**config.mk**
```make
export PLATFORM = sky130hd
export DESIGN_NAME = sprite_cmd_scheduler
export DESIGN_NICKNAME = d
export VERILOG_FILES = /design/src/rtl/sprite_bus_pkg.sv /design/src/rtl/sprite_cmd_scheduler_cmd_fifo.sv /design/src/rtl/sprite_cmd_scheduler.sv
export SDC_FILE = /design/constraint.sdc
export NUM_CORES = 1
export LEC_CHECK = 0
export ABC_AREA = 1
export BUFFER_PORTS_ARGS = -buffer_cell sky130_fd_sc_hd__clkbuf_2
export CORE_UTILIZATION = 40
export DETAILED_ROUTE_END_ITERATION = 6
export SLEW_MARGIN = 10
export SYNTH_ARGS = -nofsm -noshare
export SYNTH_HDL_FRONTEND = slang
export SYNTH_HIERARCHICAL = 1
export SYNTH_SLANG_ARGS = --single-unit
```
**constraint.sdc**
```tcl
create_clock -name clk -period 3.2 [get_ports clk]
set_input_delay 0.96 -clock clk [delete_from_list [all_inputs] [get_ports clk]]
set_output_delay 0.96 -clock clk [all_outputs]
set_load 0.02 [all_outputs]
```
**src/rtl/sprite_bus_pkg.sv**
```systemverilog
// Shared sprite bus definitions: command word layout, control codes and the
// scheduler state type. Imported by the scheduler and every *_display component.
package sprite_bus_pkg;

    localparam int unsigned CMD_W       = 32;
    localparam int unsigned COMP_ID_LSB = 26;
    localparam int unsigned CHILD_LSB   = 21;
    localparam int unsigned CTRL_LSB    = 17;
    localparam int unsigned DTYPE_LSB   = 14;
    localparam int unsigned BUF_BIT     = 13;
    localparam int unsigned MSG_LSB     = 0;

    localparam logic [3:0] CTRL_NOP    = 4'h0;
    localparam logic [3:0] CTRL_UPDATE = 4'h1;
    localparam logic [3:0] CTRL_SWAP   = 4'hF;

    typedef struct packed {
        logic [5:0]  comp_id;
        logic [4:0]  child;
        logic [3:0]  ctrl;
        logic [2:0]  dtype;
        logic        buf_sel;
        logic [12:0] msg;
    } sprite_cmd_t;

    typedef enum logic [1:0] {
        IDLE    = 2'd0,
        GAP     = 2'd1,
        WAIT_VB = 2'd2,
        SWAP    = 2'd3
    } sched_state_t;

    // Broadcast word that flips every component to buffer buf_sel.
    function automatic logic [CMD_W-1:0] swap_word(input logic buf_sel);
        sprite_cmd_t w;
        w         = '0;
        w.ctrl    = CTRL_SWAP;
        w.buf_sel = buf_sel;
        return w;
    endfunction

endpackage

```
**src/rtl/sprite_cmd_scheduler_cmd_fifo.sv**
```systemverilog
// cmd_fifo: synchronous FIFO with first-word-fall-through head.
// Ports: clk, reset (async, active-high), i_push/i_data write side,
//        i_pop/o_head read side, o_full/o_empty status from the registered count.
module cmd_fifo #(
    parameter int unsigned DEPTH = 16,
    parameter int unsigned WIDTH = 32
) (
    input  logic             clk,
    input  logic             reset,
    input  logic             i_push,
    input  logic [WIDTH-1:0] i_data,
    input  logic             i_pop,
    output logic [WIDTH-1:0] o_head,
    output logic             o_full,
    output logic             o_empty
);

    localparam int unsigned AW = (DEPTH > 1) ? $clog2(DEPTH) : 1;
    localparam int unsigned CW = AW + 1;

    logic [WIDTH-1:0] r_mem [DEPTH];
    logic [AW-1:0]    r_wr_ptr;
    logic [AW-1:0]    r_rd_ptr;
    logic [CW-1:0]    r_count;
    logic             w_do_push;
    logic             w_do_pop;

    // A full FIFO refuses pushes even when a pop frees a slot in the same cycle.
    assign o_full    = (r_count == CW'(DEPTH));
    assign o_empty   = (r_count == CW'(0));
    assign w_do_push = i_push & ~o_full;
    assign w_do_pop  = i_pop & ~o_empty;
    assign o_head    = r_mem[r_rd_ptr];

    // Storage needs no reset; validity is tracked by the count.
    always_ff @(posedge clk) begin
        if (w_do_push) begin
            r_mem[r_wr_ptr] <= i_data;
        end
    end

    // Pointers wrap naturally because DEPTH is a power of two.
    always_ff @(posedge clk or posedge reset) begin
        if (reset) begin
            r_wr_ptr <= '0;
            r_rd_ptr <= '0;
            r_count  <= '0;
        end else begin
            if (w_do_push) r_wr_ptr <= r_wr_ptr + AW'(1);
            if (w_do_pop)  r_rd_ptr <= r_rd_ptr + AW'(1);
            case ({w_do_push, w_do_pop})
                2'b10:   r_count <= r_count + CW'(1);
                2'b01:   r_count <= r_count - CW'(1);
                default: r_count <= r_count;
            endcase
        end
    end

endmodule

```
**src/rtl/sprite_cmd_scheduler.sv**
```systemverilog
// sprite_cmd_scheduler: queues CPU sprite commands, stamps them with the back
// buffer index and broadcasts them one per two cycles; a commit word holds the
// queue until vblank, then broadcasts a swap word flipping every component.
// Ports: clk, reset; cmd_data/cmd_valid/cmd_ready command input; hcount/vcount
//        raster position; writedata broadcast bus; active_buf, frame_pending,
//        overflow status.
module sprite_cmd_scheduler
    import sprite_bus_pkg::*;
#(
    parameter int unsigned FIFO_DEPTH  = 16,
    parameter logic [9:0]  VBLANK_LINE = 10'd480
) (
    input  logic        clk,
    input  logic        reset,
    input  logic [31:0] cmd_data,
    input  logic        cmd_valid,
    output logic        cmd_ready,
    input  logic [9:0]  hcount,
    input  logic [9:0]  vcount,
    output logic [31:0] writedata,
    output logic        active_buf,
    output logic        frame_pending,
    output logic        overflow
);

    sched_state_t r_state;
    sched_state_t w_state_nxt;
    logic [31:0]  w_wd_nxt;
    logic         w_buf_nxt;
    logic         w_pend_nxt;
    logic         w_pop;
    logic         w_push;
    logic         w_full;
    logic         w_empty;
    logic [31:0]  w_head_raw;
    sprite_cmd_t  w_head;
    sprite_cmd_t  w_issue;
    logic         w_vb_hit;
    logic         r_vb_hit_q;
    logic         w_vb_trig;

    assign cmd_ready = ~w_full;
    assign w_push    = cmd_valid & cmd_ready;
    assign w_head    = sprite_cmd_t'(w_head_raw);

    cmd_fifo #(
        .DEPTH (FIFO_DEPTH),
        .WIDTH (CMD_W)
    ) u_fifo (
        .clk     (clk),
        .reset   (reset),
        .i_push  (w_push),
        .i_data  (cmd_data),
        .i_pop   (w_pop),
        .o_head  (w_head_raw),
        .o_full  (w_full),
        .o_empty (w_empty)
    );

    // Edge-detect the vblank point so a slow pixel clock yields one trigger.
    assign w_vb_hit  = (vcount == VBLANK_LINE) && (hcount == 10'd0);
    assign w_vb_trig = w_vb_hit & ~r_vb_hit_q;

    // Head word with its buffer bit forced to the back buffer.
    always_comb begin
        w_issue         = w_head;
        w_issue.buf_sel = ~active_buf;
    end

    // Next-state and next-output logic; the bus idles at zero unless issuing.
    always_comb begin
        w_state_nxt = r_state;
        w_wd_nxt    = '0;
        w_buf_nxt   = active_buf;
        w_pend_nxt  = frame_pending;
        w_pop       = 1'b0;
        case (r_state)
            IDLE: begin
                if (!w_empty) begin
                    w_pop = 1'b1;
                    case (w_head.ctrl)
                        CTRL_NOP: w_state_nxt = IDLE;
                        CTRL_SWAP: begin
                            w_pend_nxt  = 1'b1;
                            w_state_nxt = WAIT_VB;
                        end
                        default: begin
                            w_wd_nxt    = w_issue;
                            w_state_nxt = GAP;
                        end
                    endcase
                end
            end
            GAP: w_state_nxt = IDLE;
            WAIT_VB: begin
                // Swap word is registered on the trigger so it lands one cycle later.
                if (w_vb_trig) begin
                    w_wd_nxt    = swap_word(~active_buf);
                    w_buf_nxt   = ~active_buf;
                    w_pend_nxt  = 1'b0;
                    w_state_nxt = SWAP;
                end
            end
            SWAP:    w_state_nxt = GAP;
            default: w_state_nxt = IDLE;
        endcase
    end

    // State and registered outputs.
    always_ff @(posedge clk or posedge reset) begin
        if (reset) begin
            r_state       <= IDLE;
            writedata     <= '0;
            active_buf    <= 1'b0;
            frame_pending <= 1'b0;
            overflow      <= 1'b0;
            r_vb_hit_q    <= 1'b0;
        end else begin
            r_state       <= w_state_nxt;
            writedata     <= w_wd_nxt;
            active_buf    <= w_buf_nxt;
            frame_pending <= w_pend_nxt;
            overflow      <= overflow | (cmd_valid & ~cmd_ready);
            r_vb_hit_q    <= w_vb_hit;
        end
    end

endmodule

```
==> out/metrics.yaml <==
route:
  highest_layer: "met4"
  dr.pass1.iters: 7
  routed_wl_um: 53110
  route.detailed.drc: 0
  vias: 14837
  vias_per_cell: 4.762
  postRouteAntennaNets: 0
  wl_per_cell_um: 17.04
  dr_wl_met3_um: 2606
  wl_met1_um: 23760
  route.met2.wl_um: 25630
  drt_iter0_markers: 1138
cts:
  insertion_delay_ns: 0.61
  cts.htree.levels: 2
  cts_hold_buf: 0
  cts_root_buf: "clkbuf_16"
  clock_path_buffers: 3
  cts.clk_slew.worst_paths_ns: 0.06
  tritoncts: "done"
  cts_made_buffers: 54
  cts_setup_buffers: 0
  cts_sinks: 547
  cts_resized: 0
logic_synthesis:
  syn_nets: 2282
  synthCells: 2217
  synth.avg_cell_area_um2: 10.39
  synth_warnings: 6
  syn_area_um2: 23040
global_routing:
  grt-ovfl-total: 0
  grt_pass1_vias: 14357
  antenna_found_initial: 0
  grt_start_max_net_pins: 143
  grt_first_pass_wirelength_um: 81930
  track_usage: 0.1826
sta:
  fmax_mhz: 377.1
  setup-violations-final: 0
  fin_skew_ns: 0.02087
  maxSlewHeadroom: 0.3598
  slew_violations: 0
  fin_crit_sh: 0.8288
  tightestPinTransition_ns: 0.9604
  hold_viol_final: 0
  worst_hold_slack_ns: 0.4144
  period_needed_ns: 2.652
  grt_setup_unrepaired: "no"
final_layout:
  syn2layout_area_growth_pct: 14.18
  drive_above_1_share: 0.1106
  diodes: 0
  finish.utilization: 0.4647
  final_nets: 2380
  stdcell_count: 3116
  post-route-cell-area_um2: 26310
die:
  row_count: 87
  initial_core_util: 0.4070
  die_w_um: 242.0
  coreArea_um2: 56600
  die_area_um2: 58560
  io_pins: 91
  die_h_um: 242.0
worst_setup_path:
  max_stage_delay_ns: 0.70
  critPathKind: "reg -> reg"
  cp_top_family: "buffers and inverters"
  crit_top_cell: "nand2_1"
  cp.arrival_ns: 3.17
  startpoint_type: "register"
  crit_fanout: 70
  path_cells: "inv_6 > buf_4 > nand2_1 > nand3_1 > nand2_1 > nor2_1 > nand2_1 > nand2_1 > inv_1 > nor2_1"
  slowest_stage: "buf_4"
  cp_num_buf_inv: 3
  crit_path_end_kind: "register"
  required_ns: 3.72
run_status:
  status: "finished, final reports clean"
pwr:
  p_total_uw: 22690
  p_leak_uw: 0.01113
  powerDensity_nw_per_um2: 862.5
  ir_drop_uv: 563.4
worst_hold_path:
  hp-class: "in -> async"
place:
  portBuffers: 89
  dpl_cell_area_um2: 24520
  globalplace.congestion: 0.7744
  placed_cells: 3015
  dpl.hpwl_um: 30000
run:
  drv_cap: 0
-- path summary, 6_finish.rpt --
check | from | endpoint | slack, ns | cells past startpoint
setup / recovery | u_fifo/r_rd_ptr[0] | writedata[7] | 0.55 | 10
hold / removal | reset | frame_pending | 0.41 | 2
setup reg to reg | u_fifo/r_rd_ptr[0] | writedata[7] | 0.55 | 10
hold reg to reg | frame_pending | frame_pending | 0.47 | 2
max in group asynchronous | reset | writedata[22] | 2.22 | 3
min in group clk | frame_pending | frame_pending | 0.47 | 2
-- report_power, final --
group	switching, uW	leakage (uW)	total (uW)	internal, uW
Combinational	5270	0.00512	7350	2070
Sequential	345	0.00513	8990	8650
Clock	2610	0.000871	6350	3740
-- final cells by class --
type,instances,area (um2)
timing repair buffer,142,893.4
sequential,547,16180
clock inverter,34,315.3
fill,5157,30300
clock buffer,67,1474
multi-input combinational,1316,5543
inverter,254,958.4
tap,756,945.9
-- worst reg2reg max path, cell delays in order (launching register included) --
cell and delay [ns]:
dfrtp_4 0.66, inv_6 0.41, buf_4 0.71, nand2_1 0.16, nand3_1 0.14, nand2_1 0.07, nor2_1 0.11, nand2_1 0.05
nand2_1 0.13, inv_1 0.05, nor2_1 0.09
-- routing by layer --
metal / track usage / vias up
li1: - / 7312
met1: 0.2417 / 7096
met2: 0.3102 / 356
met3: 0.02692 / 73
met4: 0.05603 / 0
met5: 0 / -
-- registers in the layout, summed over array words and instances (netlist names) --
register	cells
u_fifo/r_mem	496
writedata	32
u_fifo/r_count	5
u_fifo/r_rd_ptr	4
u_fifo/r_wr_ptr	4
r_state	2
active_buf	1
frame_pending	1
overflow	1
r_vb_hit_q	1
-- through the flow --
step	setup TNS [ns]	setup slack [ns]
after floorplan	-3.232	-0.006515
after global placement	0	0.3975
after detailed placement	0	0.3579
after CTS	0	0.5478
after global routing	0	0.3286
final	0	0.5478
-- cells in the final DEF, fill, tap and decap left out, types with 4 or more instances in the layout --
cell and instances:
nor2_1 227, xor2_1 5, clkbuf_16 57, nand3_1 195
nor2_2 5, inv_1 248, clkinv_1 12, clkbuf_1 9
ha_1 9, nor2_4 18, clkinv_2 12, nand4_1 7
inv_2 5, clkbuf_2 89, buf_12 4, bufinv_16 6
dfrtp_1 48, edfxtp_1 496, clkinvlp_4 4, o21ai_0 7
buf_4 49, nand2_1 825
(Power assumes the default switching activity.)
